==> src/rtl/div_seq_ctrl.sv <==
// div_seq_ctrl: sequencer and valid/ready front-end for the iterative radix-4 long divider.
// Latency: normal divide ITER+3 cycles counting the accept edge; zero divisor, signed overflow, reuse hit 1 cycle.
// Backpressure: req_ready only in IDLE; result held in DONE until resp_ready. Optional macro DIV_REUSE_EN.
module div_seq_ctrl #(
   parameter int ITER  = 16,
   parameter int CNT_W = 5
) (
   input  logic        clk,
   input  logic        rst_n,
   input  logic        req_valid,
   output logic        req_ready,
   input  logic [1:0]  req_op,
   input  logic [31:0] req_rs1,
   input  logic [31:0] req_rs2,
   input  logic        kill,
   output logic        resp_valid,
   input  logic        resp_ready,
   output logic [31:0] resp_data,
   output logic        busy,
   output logic [31:0] dp_dividend,
   output logic [31:0] dp_divisor,
   output logic        dp_unsign,
   output logic        dp_init,
   output logic        dp_advance,
   output logic        dp_last,
   input  logic [31:0] dp_quot,
   input  logic [31:0] dp_remd
);

   typedef enum logic [2:0] {
      IDLE = 3'd0,
      INIT = 3'd1,
      ADV  = 3'd2,
      LAST = 3'd3,
      DONE = 3'd4
   } state_t;

   state_t             state;
   logic [1:0]         op_r;
   logic [31:0]        rs1_r;
   logic [31:0]        rs2_r;
   logic [CNT_W-1:0]   cnt;

   // op encoding: bit 1 selects remainder, bit 0 selects unsigned
   logic               div_by_zero;
   logic               sgn_ovf;

   assign div_by_zero = (req_rs2 == 32'd0);
   assign sgn_ovf     = ~req_op[0] && (req_rs1 == 32'h8000_0000) && (req_rs2 == 32'hFFFF_FFFF);

   // Operands stay in the latched registers from accept through LAST, so the
   // datapath sees stable inputs for the whole iteration.
   assign dp_dividend = rs1_r;
   assign dp_divisor  = rs2_r;
   assign dp_unsign   = op_r[0];
   assign busy        = (state != IDLE);
   // kill has to block acceptance in the same cycle, hence combinational.
   assign req_ready   = (state == IDLE) && ~kill;

`ifdef DIV_REUSE_EN
   // Last completed normal-path result, keyed on operands and signedness.
   logic [31:0]        rq_quot;
   logic [31:0]        rq_remd;
   logic [31:0]        rq_rs1;
   logic [31:0]        rq_rs2;
   logic               rq_unsign;
   logic               rq_vld;
   logic               reuse_hit;

   assign reuse_hit = rq_vld && (rq_rs1 == req_rs1) && (rq_rs2 == req_rs2) &&
                      (rq_unsign == req_op[0]);

   // Reuse store: filled at LAST, invalidated at INIT and by kill mid-run.
   always_ff @(posedge clk or negedge rst_n) begin
      if (!rst_n) begin
         rq_quot   <= 32'd0;
         rq_remd   <= 32'd0;
         rq_rs1    <= 32'd0;
         rq_rs2    <= 32'd0;
         rq_unsign <= 1'b0;
         rq_vld    <= 1'b0;
      end else if (kill) begin
         if (state == INIT || state == ADV || state == LAST) begin
            rq_vld <= 1'b0;
         end
      end else if (state == INIT) begin
         rq_vld <= 1'b0;
      end else if (state == LAST) begin
         rq_quot   <= dp_quot;
         rq_remd   <= dp_remd;
         rq_rs1    <= rs1_r;
         rq_rs2    <= rs2_r;
         rq_unsign <= op_r[0];
         rq_vld    <= 1'b1;
      end
   end
`endif

   // Main FSM with registered strobes and response.
   always_ff @(posedge clk or negedge rst_n) begin
      if (!rst_n) begin
         state      <= IDLE;
         op_r       <= 2'd0;
         rs1_r      <= 32'd0;
         rs2_r      <= 32'd0;
         cnt        <= '0;
         resp_valid <= 1'b0;
         resp_data  <= 32'd0;
         dp_init    <= 1'b0;
         dp_advance <= 1'b0;
         dp_last    <= 1'b0;
      end else if (kill) begin
         // Abort from any state; a pending response is withdrawn.
         state      <= IDLE;
         cnt        <= '0;
         resp_valid <= 1'b0;
         dp_init    <= 1'b0;
         dp_advance <= 1'b0;
         dp_last    <= 1'b0;
      end else begin
         case (state)
            IDLE: begin
               if (req_valid) begin
                  op_r  <= req_op;
                  rs1_r <= req_rs1;
                  rs2_r <= req_rs2;
                  if (div_by_zero) begin
                     resp_data  <= req_op[1] ? req_rs1 : 32'hFFFF_FFFF;
                     resp_valid <= 1'b1;
                     state      <= DONE;
                  end else if (sgn_ovf) begin
                     resp_data  <= req_op[1] ? 32'd0 : 32'h8000_0000;
                     resp_valid <= 1'b1;
                     state      <= DONE;
`ifdef DIV_REUSE_EN
                  end else if (reuse_hit) begin
                     resp_data  <= req_op[1] ? rq_remd : rq_quot;
                     resp_valid <= 1'b1;
                     state      <= DONE;
`endif
                  end else begin
                     dp_init <= 1'b1;
                     state   <= INIT;
                  end
               end
            end
            INIT: begin
               dp_init    <= 1'b0;
               dp_advance <= 1'b1;
               cnt        <= '0;
               state      <= ADV;
            end
            ADV: begin
               cnt <= cnt + 1'b1;
               if (cnt == CNT_W'(ITER - 1)) begin
                  dp_advance <= 1'b0;
                  dp_last    <= 1'b1;
                  state      <= LAST;
               end
            end
            LAST: begin
               dp_last    <= 1'b0;
               resp_data  <= op_r[1] ? dp_remd : dp_quot;
               resp_valid <= 1'b1;
               state      <= DONE;
            end
            DONE: begin
               if (resp_ready) begin
                  resp_valid <= 1'b0;
                  state      <= IDLE;
               end
            end
            default: begin
               state <= IDLE;
            end
         endcase
      end
   end

endmodule

==> config.mk <==
export PLATFORM = sky130hd
export DESIGN_NAME = div_seq_ctrl
export DESIGN_NICKNAME = d
export VERILOG_FILES = /design/src/rtl/div_seq_ctrl.sv
export SDC_FILE = /design/constraint.sdc
export NUM_CORES = 1
export LEC_CHECK = 0
export CAP_MARGIN = 20
export CORE_MARGIN = 2
export CORE_UTILIZATION = 39
export CTS_CLUSTER_SIZE = 28
export DETAILED_ROUTE_END_ITERATION = 16
export PLACE_DENSITY = 0.87
export REMOVE_ABC_BUFFERS = 1
export SYNTH_ARGS = -nofsm -noshare
export SYNTH_HDL_FRONTEND = slang
export SYNTH_SLANG_ARGS = --single-unit
==> constraint.sdc <==
create_clock -name clk -period 2.2 [get_ports clk]
set_clock_uncertainty 0.15 [all_clocks]
set_input_delay 0.22 -clock clk [delete_from_list [all_inputs] [get_ports clk]]
set_output_delay 0.22 -clock clk [all_outputs]
set_load 0.02 [all_outputs]
## Word level (Yosys, flattened, before mapping)

Cells that the tools add are included.

- Register bits after elaboration: 110
- Input port bits: 135
- Output and inout bits: 103

- Add/subtract/negate cells: 1
- Equal/unequal tests: 15
- Mux-type cells: 33
- Bitwise logic cells: 2
- Reductions and logical operators: 18

Operators with widths:

| operator | number |
|---|---|
| two-way mux 32 bit | 6 |
| == test 32 bit, second input constant | 2 |
| case mux 32 bit (2 select lines) | 1 |
| zero test 32 bit | 1 |
| two-way mux 3 bit | 6 |
| != test 3 bit, second input constant | 6 |
| case mux 3 bit (5 select lines) | 1 |
| two-way mux 1 bit | 13 |
| AND reduction 4 bit | 3 |
| nonzero test 3 bit | 4 |
| case mux 5 bit (2 select lines) | 1 |
| == test 3 x 2 -> 1 bit, second input constant | 2 |
| case mux 1 bit (2 select lines) | 3 |
| AND reduction 3 bit | 2 |
| adder 5 x 1 -> 5 bit, second input constant | 1 |
| == test 5 x 4 -> 1 bit, second input constant | 1 |
| two-way mux 5 bit | 1 |
| != test 4 bit, second input constant | 1 |
| AND reduction 2 bit | 2 |
| nonzero test 4 bit | 1 |
| == test 3 x 1 -> 1 bit, second input constant | 1 |
| == test 3 bit, second input constant | 1 |
| logical AND 1 bit | 3 |
| zero test 3 bit | 1 |
| other kinds (4) | 5 |

## Depth between registers and ports, before layout

Gate-level depths: netlist of the first run.

- Word-level depth: 8
- Gate-level depth with buffers: 8
- Depth with buffers taken out: 6

## Worst setup path before layout of the first run

OpenSTA, ideal clock, no wires.

- Path kind: register to register
- Start: reg state[0]
- End: reg resp_data[10]
- Setup time: 125 ps
- Arrival time: 2,522 ps
- Data required time: 1,925 ps
- Setup slack: -597 ps
- Stages on the path, launching flop included: 9
- Cell sequence: dfrtp_1 buf_2 nor4_1 nand2_1 nor3_1 a31oi_1 o21ai_4 buf_6 mux2_4

- Cells in the longest elaborated chain, start to end: 3
- Elaborated cells on any way between the ends: 7
- Classes of those cells: 3 x eq/ne; 1 x mux; 3 x reduce/logical

Ends and longest elaborated chain:

| element | RTL line | source |
|---|---|---|
| start, declared | 38 | `state_t state;` |
| start signal, assigned | 102 | `state <= IDLE;` |
| start signal, assigned | 114 | `state <= IDLE;` |
| start signal, assigned | 130 | `state <= DONE;` |
| zero test 3 bit / == test 3 x 2 -> 1 bit (equally long branches) | 121 | `case (state)` |
| != test 3 bit (no source line) (tied with other cells) | n/a |  |
| AND reduction 4 bit (no source line) | n/a |  |
| end signal, assigned | 128 | `resp_data <= req_op[1] ? req_rs1 : 32'hFFFF_FFFF;` |
| end signal, assigned | 132 | `resp_data <= req_op[1] ? 32'd0 : 32'h8000_0000;` |
| end signal, assigned | 163 | `resp_data <= op_r[1] ? dp_remd : dp_quot;` |
| end, declared | 18 | `output logic [31:0] resp_data,` |

Several ways; a longest one is shown, not always the timed one.
A chain may end at the register's enable or synchronous reset.

## Worst setup path in the final report of the first run

- Start: reg state[0]
- End: reg resp_data[29]

Same word-level chain as after synthesis.

==> flow_summary_export.csv, run 1 <==
group,metric,value,unit
outcome,status,"finished clean",
sta,finalWorstSetupSlack,0.00952,ns
critical_path,path_cells,"nor4_1 -> buf_4 -> nand2_4 -> buf_4 -> o21ai_4 -> buf_12 -> buf_12 -> buf_12 -> mux2_4",
sta,min_period,2.19,ns
critical_path,crit_path_end_kind,"flop",
sta,hold_slack,0.0167,ns
critical_path,worstSetupPathType,"flop to flop",
placement,pre_cts_slack,-0.771,ns
hold_path,hold_class,"primary input to flop",
pwr,p_seq_share,39.9,%
route,top_layer,"met4",
critical_path,arrival,2.27,ns
flow_run,drv_cap,0,
route,wl_per_cell,18.4,um
global_route,antenna_found_initial,0,
floorplan,die-area,15100,um^2
route,met2_wirelength,8830,um
cells_and_area,nets,907,
critical_path,cpMostUsedCell,"buf_12",
placement,io_buffers,237,
critical_path,path_buf_inv,5,
critical_path,startpoint,"state[0]$_DFFE_PN0P_",
cts,cts_buffers,9,
route,finalWirelength,17600,um
floorplan,coreArea,13800,um^2
cts,cts.htree.levels,3,
cells_and_area,num-fill-cells,1004,
floorplan,fp.dieH,123,um
pwr,power,6.46,mW
cells_and_area,ff_latch_area,2750,um^2
yosys,synth_seq_cells,110,
cts,root_buffer,"clkbuf_16",
global_route,overflow,0,
cells_and_area,post-route-util,66.5,%
pwr,power_density,703,nW/um^2
critical_path,critical_path.max_stage_delay,0.38,ns
critical_path,r2r-start,"state[0]$_DFFE_PN0P_",
floorplan,dieWidth,123,um
cts,max-clock-path-buffers,2,
global_route,grt_max_degree,51,
pwr,p_leak,3.98,nW
cells_and_area,antennaDiodeCount,0,
route,vias_per_cell,5.22,
route,route.met3.wl,1280,um
yosys,ys_top_cells_by_area,"dfrtp_1, mux2_2, mux2i_1",
yosys,syn_area,5520,um^2
yosys,avgSynthCellArea,11.7,um^2
pwr,sw_frac_of_total,30.7,%
pwr,p_int,4.48,mW
yosys,async_flop_share,100,%
critical_path,required,2.28,ns
yosys,yosys-top-cells-count,"dfrtp_1, mux2_2, o21ai_0, mux2i_1, nand3_1",
yosys,seq_area_frac_synth,49.9,%
cts,cts_tree,"done",
floorplan,io_pins,238,
yosys,yosysUniqueCellTypes,43,
route,vias,4979,
critical_path,crit_slowest_cell,"dfrtp_1",
pwr,p_sw,1.98,mW
cells_and_area,syn_to_final_growth,66.5,%
cells_and_area,multi_input_area,2820,um^2
sta,setup_viol_count_final,0,
route,drt_iter0_drc,289,
yosys,yosysTopAreaCellShare,49.9,%
floorplan,initial_core_util,39.9,%
pwr,clkPwrFrac,24.8,%
yosys,yosysWarnings,0,
yosys,yosys.area.top_type,"dfrtp_1",
sta,fin_crit_sh,99.6,%
cts,clk_pin_slew_worst_paths,0.07,ns
route,drc,0,
sta,fmaxAchievable,0.457,GHz
critical_path,critical_path_peak_fanout,7,
route,drt_pass1_iterations,4,
critical_path,crit_family,"buffers and inverters",
sta,slew_violations,0,
placement,dp_hpwl,12700,um
floorplan,rows,43,
yosys,ys.flop_type,"dfrtp_1",
global_route,grt_pass1_wl,26700,um
pwr,p_comb_share,35.3,%
pwr,vdd_ir_drop_max,426,uV
hold_path,min_from,"req_rs1[26]",
sta,maxSlewHeadroom,68.0,%
critical_path,startpoint_type,"flop",
yosys,syn-instance-count,470,
placement,gp_congestion,0.823,
sta,worstMarginPinSlew,0.480,ns
cts,cts_sinks,110,
cells_and_area,drive_gt1_share,31.3,%
global_route,grt_pass1_vias,5158,
route,ant_nets,0,
cts,insertion_delay,0.34,ns
global_route,grt.total_usage,23.1,%
sta,hold_viol_final,0,
sta,rsz0062_at_grt,"yes",
route,wl_met1,7120,um
yosys,yosysMostFrequentCell,"dfrtp_1",
yosys,synth_edf_count,0,
-- placed cells by master (no fill, tap or decap), types with 3 or more instances in the layout --
cell type	instances
a21oi_1	7
clkdlybuf4s15_1	5
nor4_1	4
dlygate4sd2_1	26
nand3_1	32
nand4_1	10
nand2b_1	31
mux2_2	76
nor2_1	6
inv_1	4
nor4_2	7
clkbuf_16	9
mux2_4	22
buf_2	14
clkinv_2	3
dlymetal6s2s_1	3
clkdlybuf4s15_2	5
nand2_1	11
a211oi_1	3
dfrtp_1	109
nor3_1	3
dlygate4sd3_1	3
o21ai_0	38
clkdlybuf4s50_1	182
nor4b_4	3
buf_12	10
mux2i_1	34
buf_4	69
-- metal layers --
| layer | track usage, % | vias to the layer above |
|---|---|---|
| met2 | 40.4 | 185 |
| met5 | 0 | - |
| met3 | 5.17 | 24 |
| met1 | 28.4 | 2454 |
| li1 | - | 2316 |
| met4 | 7.46 | 0 |
-- power groups by stage --
stage	combinational [mW]	clock, mW	sequential, mW
finish	2.28	1.60	2.58
CTS	2.29	1.63	2.57
floorplan	0.551	0	3.03
detailed placement	2.28	0	2.61
global route	2.41	1.72	2.61
global placement	2.23	0	2.58
-- kinds of logic after synthesis --
logic type | synth area share (%)
compound gates | 6.21
xor+xnor | 0.159
fa+ha+maj | 0.453
buf+inv | 3.01
flops | 49.9
mux | 26.8
simple gates | 13.5
-- what timing repair did --
action / CTS / global route
gates resized for setup: 140 / 19
endpoints found under the hold margin: 34 / 0
hold buffers: 3 / 0
gates cloned: 2 / 0
setup endpoints to repair: 38 / 35
buffers inserted: 8 / 3
pin swaps: 20 / 10
-- state kept, by name (all words and copies together), names as in the netlist --
signal	count
cnt	5
dp_divisor	32
dp_dividend	32
dp_last	1
resp_data	32
dp_init	1
op_r	2
resp_valid	1
dp_advance	1
state	3
-- worst paths after layout --
check / slack, ns / depth (start not counted) / to
max: 0.01 / 9 / resp_data[29]$_DFFE_PN0P_
min: 0.02 / 2 / dp_dividend[26]$_DFFE_PN0P_
max reg2reg: 0.01 / 9 / resp_data[29]$_DFFE_PN0P_
min reg2reg: 0.36 / 1 / dp_dividend[26]$_DFFE_PN0P_
max in group asynchronous: 0.83 / 3 / resp_data[27]$_DFFE_PN0P_
min in group asynchronous: 0.23 / 2 / resp_data[14]$_DFFE_PN0P_
-- cell type report --
type	count	share of cell area, %
repair buffers	322	33.7
inverters	4	0.163
multi-input cells	323	30.7
well taps	180	2.45
flip-flops and latches	110	30.0
clock inverters	5	0.572
clock buffers	10	2.49
-- stage by stage --
stage,instances,cell area [um^2],setup TNS (ns)
after global placement,924,8590,-27.78
after CTS,952,9110,0
after floorplan,437,5370,-184.04
after detailed placement,924,8590,-25.22
after global routing,954,9190,-0.988
final,954,9190,0
No activity file was read; power rests on OpenSTA's default activity.
==> inputs of run 2 (changes only) <==
--- a/config.mk
+++ b/config.mk
@@ -5,7 +5,6 @@
 export SDC_FILE = /design/constraint.sdc
 export NUM_CORES = 1
 export LEC_CHECK = 0
-export CAP_MARGIN = 20
 export CORE_MARGIN = 2
 export CORE_UTILIZATION = 39
 export CTS_CLUSTER_SIZE = 28
==> results of run 2 <==
The final DEF is identical to that of run 1; final timing and power are the same.
==> inputs of run 3 (changes only) <==
--- a/config.mk
+++ b/config.mk
@@ -9,7 +9,7 @@
 export CORE_UTILIZATION = 39
 export CTS_CLUSTER_SIZE = 28
 export DETAILED_ROUTE_END_ITERATION = 16
-export PLACE_DENSITY = 0.87
+export PLACE_DENSITY = 0.78
 export REMOVE_ABC_BUFFERS = 1
 export SYNTH_ARGS = -nofsm -noshare
 export SYNTH_HDL_FRONTEND = slang
==> flow_summary_export.csv, run 3 (synthesis gave the netlist of run 1 again) <==
group,metric,value,unit
floorplan,fp.dieH,123,um
floorplan,rows,43,
cells_and_area,instances_no_fill,952,
cts,cts_sinks,110,
cells_and_area,multi_input_area,2830,um^2
cts,root_buffer,"clkbuf_16",
route,vias,4953,
critical_path,startpoint_type,"flop",
cells_and_area,final_cell_mix,"clkdlybuf4s50_1, dfrtp_1, mux2_2",
pwr,vdd_ir_drop_max,488,uV
route,wl_per_cell,18.4,um
critical_path,critical_path_peak_fanout,16,
floorplan,dieWidth,123,um
global_route,grt_pass1_vias,5228,
placement,io_buffers,237,
cells_and_area,syn_to_final_growth,67.7,%
sta,min_period,2.18,ns
cts,cts_buffers,9,
cells_and_area,num-fill-cells,1008,
placement,dp_cells,924,
pwr,power,6.64,mW
hold_path,min_from,"req_rs2[26]",
critical_path,path_buf_inv,5,
global_route,grt.total_usage,23.1,%
critical_path,worstSetupPathType,"flop to flop",
pwr,power_density,718,nW/um^2
critical_path,crit_family,"buffers and inverters",
critical_path,reg2reg_slack,0.02,ns
sta,fin_tns_setup,0,ns
floorplan,die-area,15100,um^2
placement,dp_hpwl,12500,um
floorplan,coreArea,13800,um^2
route,vias_per_cell,5.20,
route,drt_pass1_iterations,4,
sta,rsz0062_at_grt,"yes",
critical_path,crit_path_end_kind,"flop",
hold_path,hold_path_depth,2,
route,drt_iter0_drc,212,
cells_and_area,ff_latch_area,2750,um^2
cts,max-clock-path-buffers,2,
cts,cts_tree,"done",
sta,hold_viol_final,0,
cells_and_area,antennaDiodeCount,0,
global_route,antenna_found_initial,0,
critical_path,reg2regPathDepth,9,
cells_and_area,stdcell_area,9260,um^2
critical_path,cpMostUsedCell,"buf_12",
floorplan,initial_core_util,39.9,%
hold_path,min_to,"dp_divisor[26]$_DFFE_PN0P_",
cells_and_area,post-route-util,67.0,%
sta,slew_violations,0,
critical_path,critical_path.max_stage_delay,0.40,ns
critical_path,r2r-end,"state[2]$_DFFE_PN0P_",
flow_run,drv_cap,0,
global_route,grt_pass1_wl,26800,um
critical_path,required,2.29,ns
sta,setup_viol_count_final,0,
critical_path,arrival,2.27,ns
cts,insertion_delay,0.35,ns
placement,post_dp_cell_area,8620,um^2
hold_path,hold_class,"primary input to flop",
floorplan,io_pins,238,
cells_and_area,final_common_cell,"clkdlybuf4s50_1",
cells_and_area,drive_gt1_share,31.0,%
placement,gp_congestion,0.777,
global_route,grt_max_degree,67,
critical_path,crit_slowest_cell,"dfrtp_1",
cts,clk_pin_slew_worst_paths,0.07,ns
cts,cts.htree.levels,3,
outcome,status,"finished clean",
critical_path,path_cells,"buf_4 -> nor2b_1 -> a31oi_2 -> o21ai_4 -> buf_12 -> buf_12 -> buf_12 -> buf_4 -> a31o_2",
sta,fin_crit_sh,99.0,%
route,ant_nets,0,
pwr,p_leak,4.03,nW
cells_and_area,nets,904,
critical_path,r2r-start,"state[1]$_DFFE_PN0P_",
sta,fmaxAchievable,0.459,GHz
sta,maxSlewHeadroom,56.5,%
global_route,overflow,0,
route,drc,0,
sta,worstMarginPinSlew,0.653,ns
route,finalWirelength,17500,um
[run 3: routing by layer]
layer | wire (um) | track usage [%] | vias up
met5 | 0 | 0 | -
met4 | 443 | 8.59 | 0
met3 | 1340 | 5.67 | 28
met2 | 8800 | 40.8 | 191
met1 | 6950 | 27.2 | 2422
li1 | - | - | 2312
[run 3: per-stage QoR]
step	worst slack (ns)	hold WS, ns
floorplan	-2.46	-0.226
global placement	-0.887	0.124
detailed placement	-0.869	0.136
CTS	0.00180	0.0317
global route	-0.0734	0.0455
finish	0.0218	0.0317
[run 3: how the worst max path moves through the flow]
stage	from	to	cells past startpoint
final	state[1]$_DFFE_PN0P_	state[2]$_DFFE_PN0P_	9
after global routing	state[1]$_DFFE_PN0P_	resp_data[7]$_DFFE_PN0P_	10
after CTS	req_rs1[29]	resp_data[10]$_DFFE_PN0P_	9
after detailed placement	req_rs1[20]	resp_data[19]$_DFFE_PN0P_	9
after global placement	req_rs1[20]	resp_data[16]$_DFFE_PN0P_	9
after floorplan	state[0]$_DFFE_PN0P_	resp_data[0]$_DFFE_PN0P_	4
[run 3: timing repair]
action	CTS	global route
hold buffers	3	0
pin swaps	26	4
gates resized for setup	152	9
setup buffers	8	0
endpoints found under the setup margin	37	35
hold endpoints to repair	44	0
cloned	2	0
[run 3: area by class of cell]
type                    instances  share of cell area [%]
multi-input cells             323                    30.5
clock buffers                  11                    2.62
flip-flops and latches        110                    29.7
clock inverters                 5                   0.892
inverters                       4                   0.162
repair buffers                319                    33.6
well taps                     180                    2.43
[run 3: power breakdown]
group,switching [mW],internal [mW],total [mW]
Clock,0.763,1.03,1.80
Sequential,0.205,2.36,2.56
Combinational,1.04,1.25,2.28
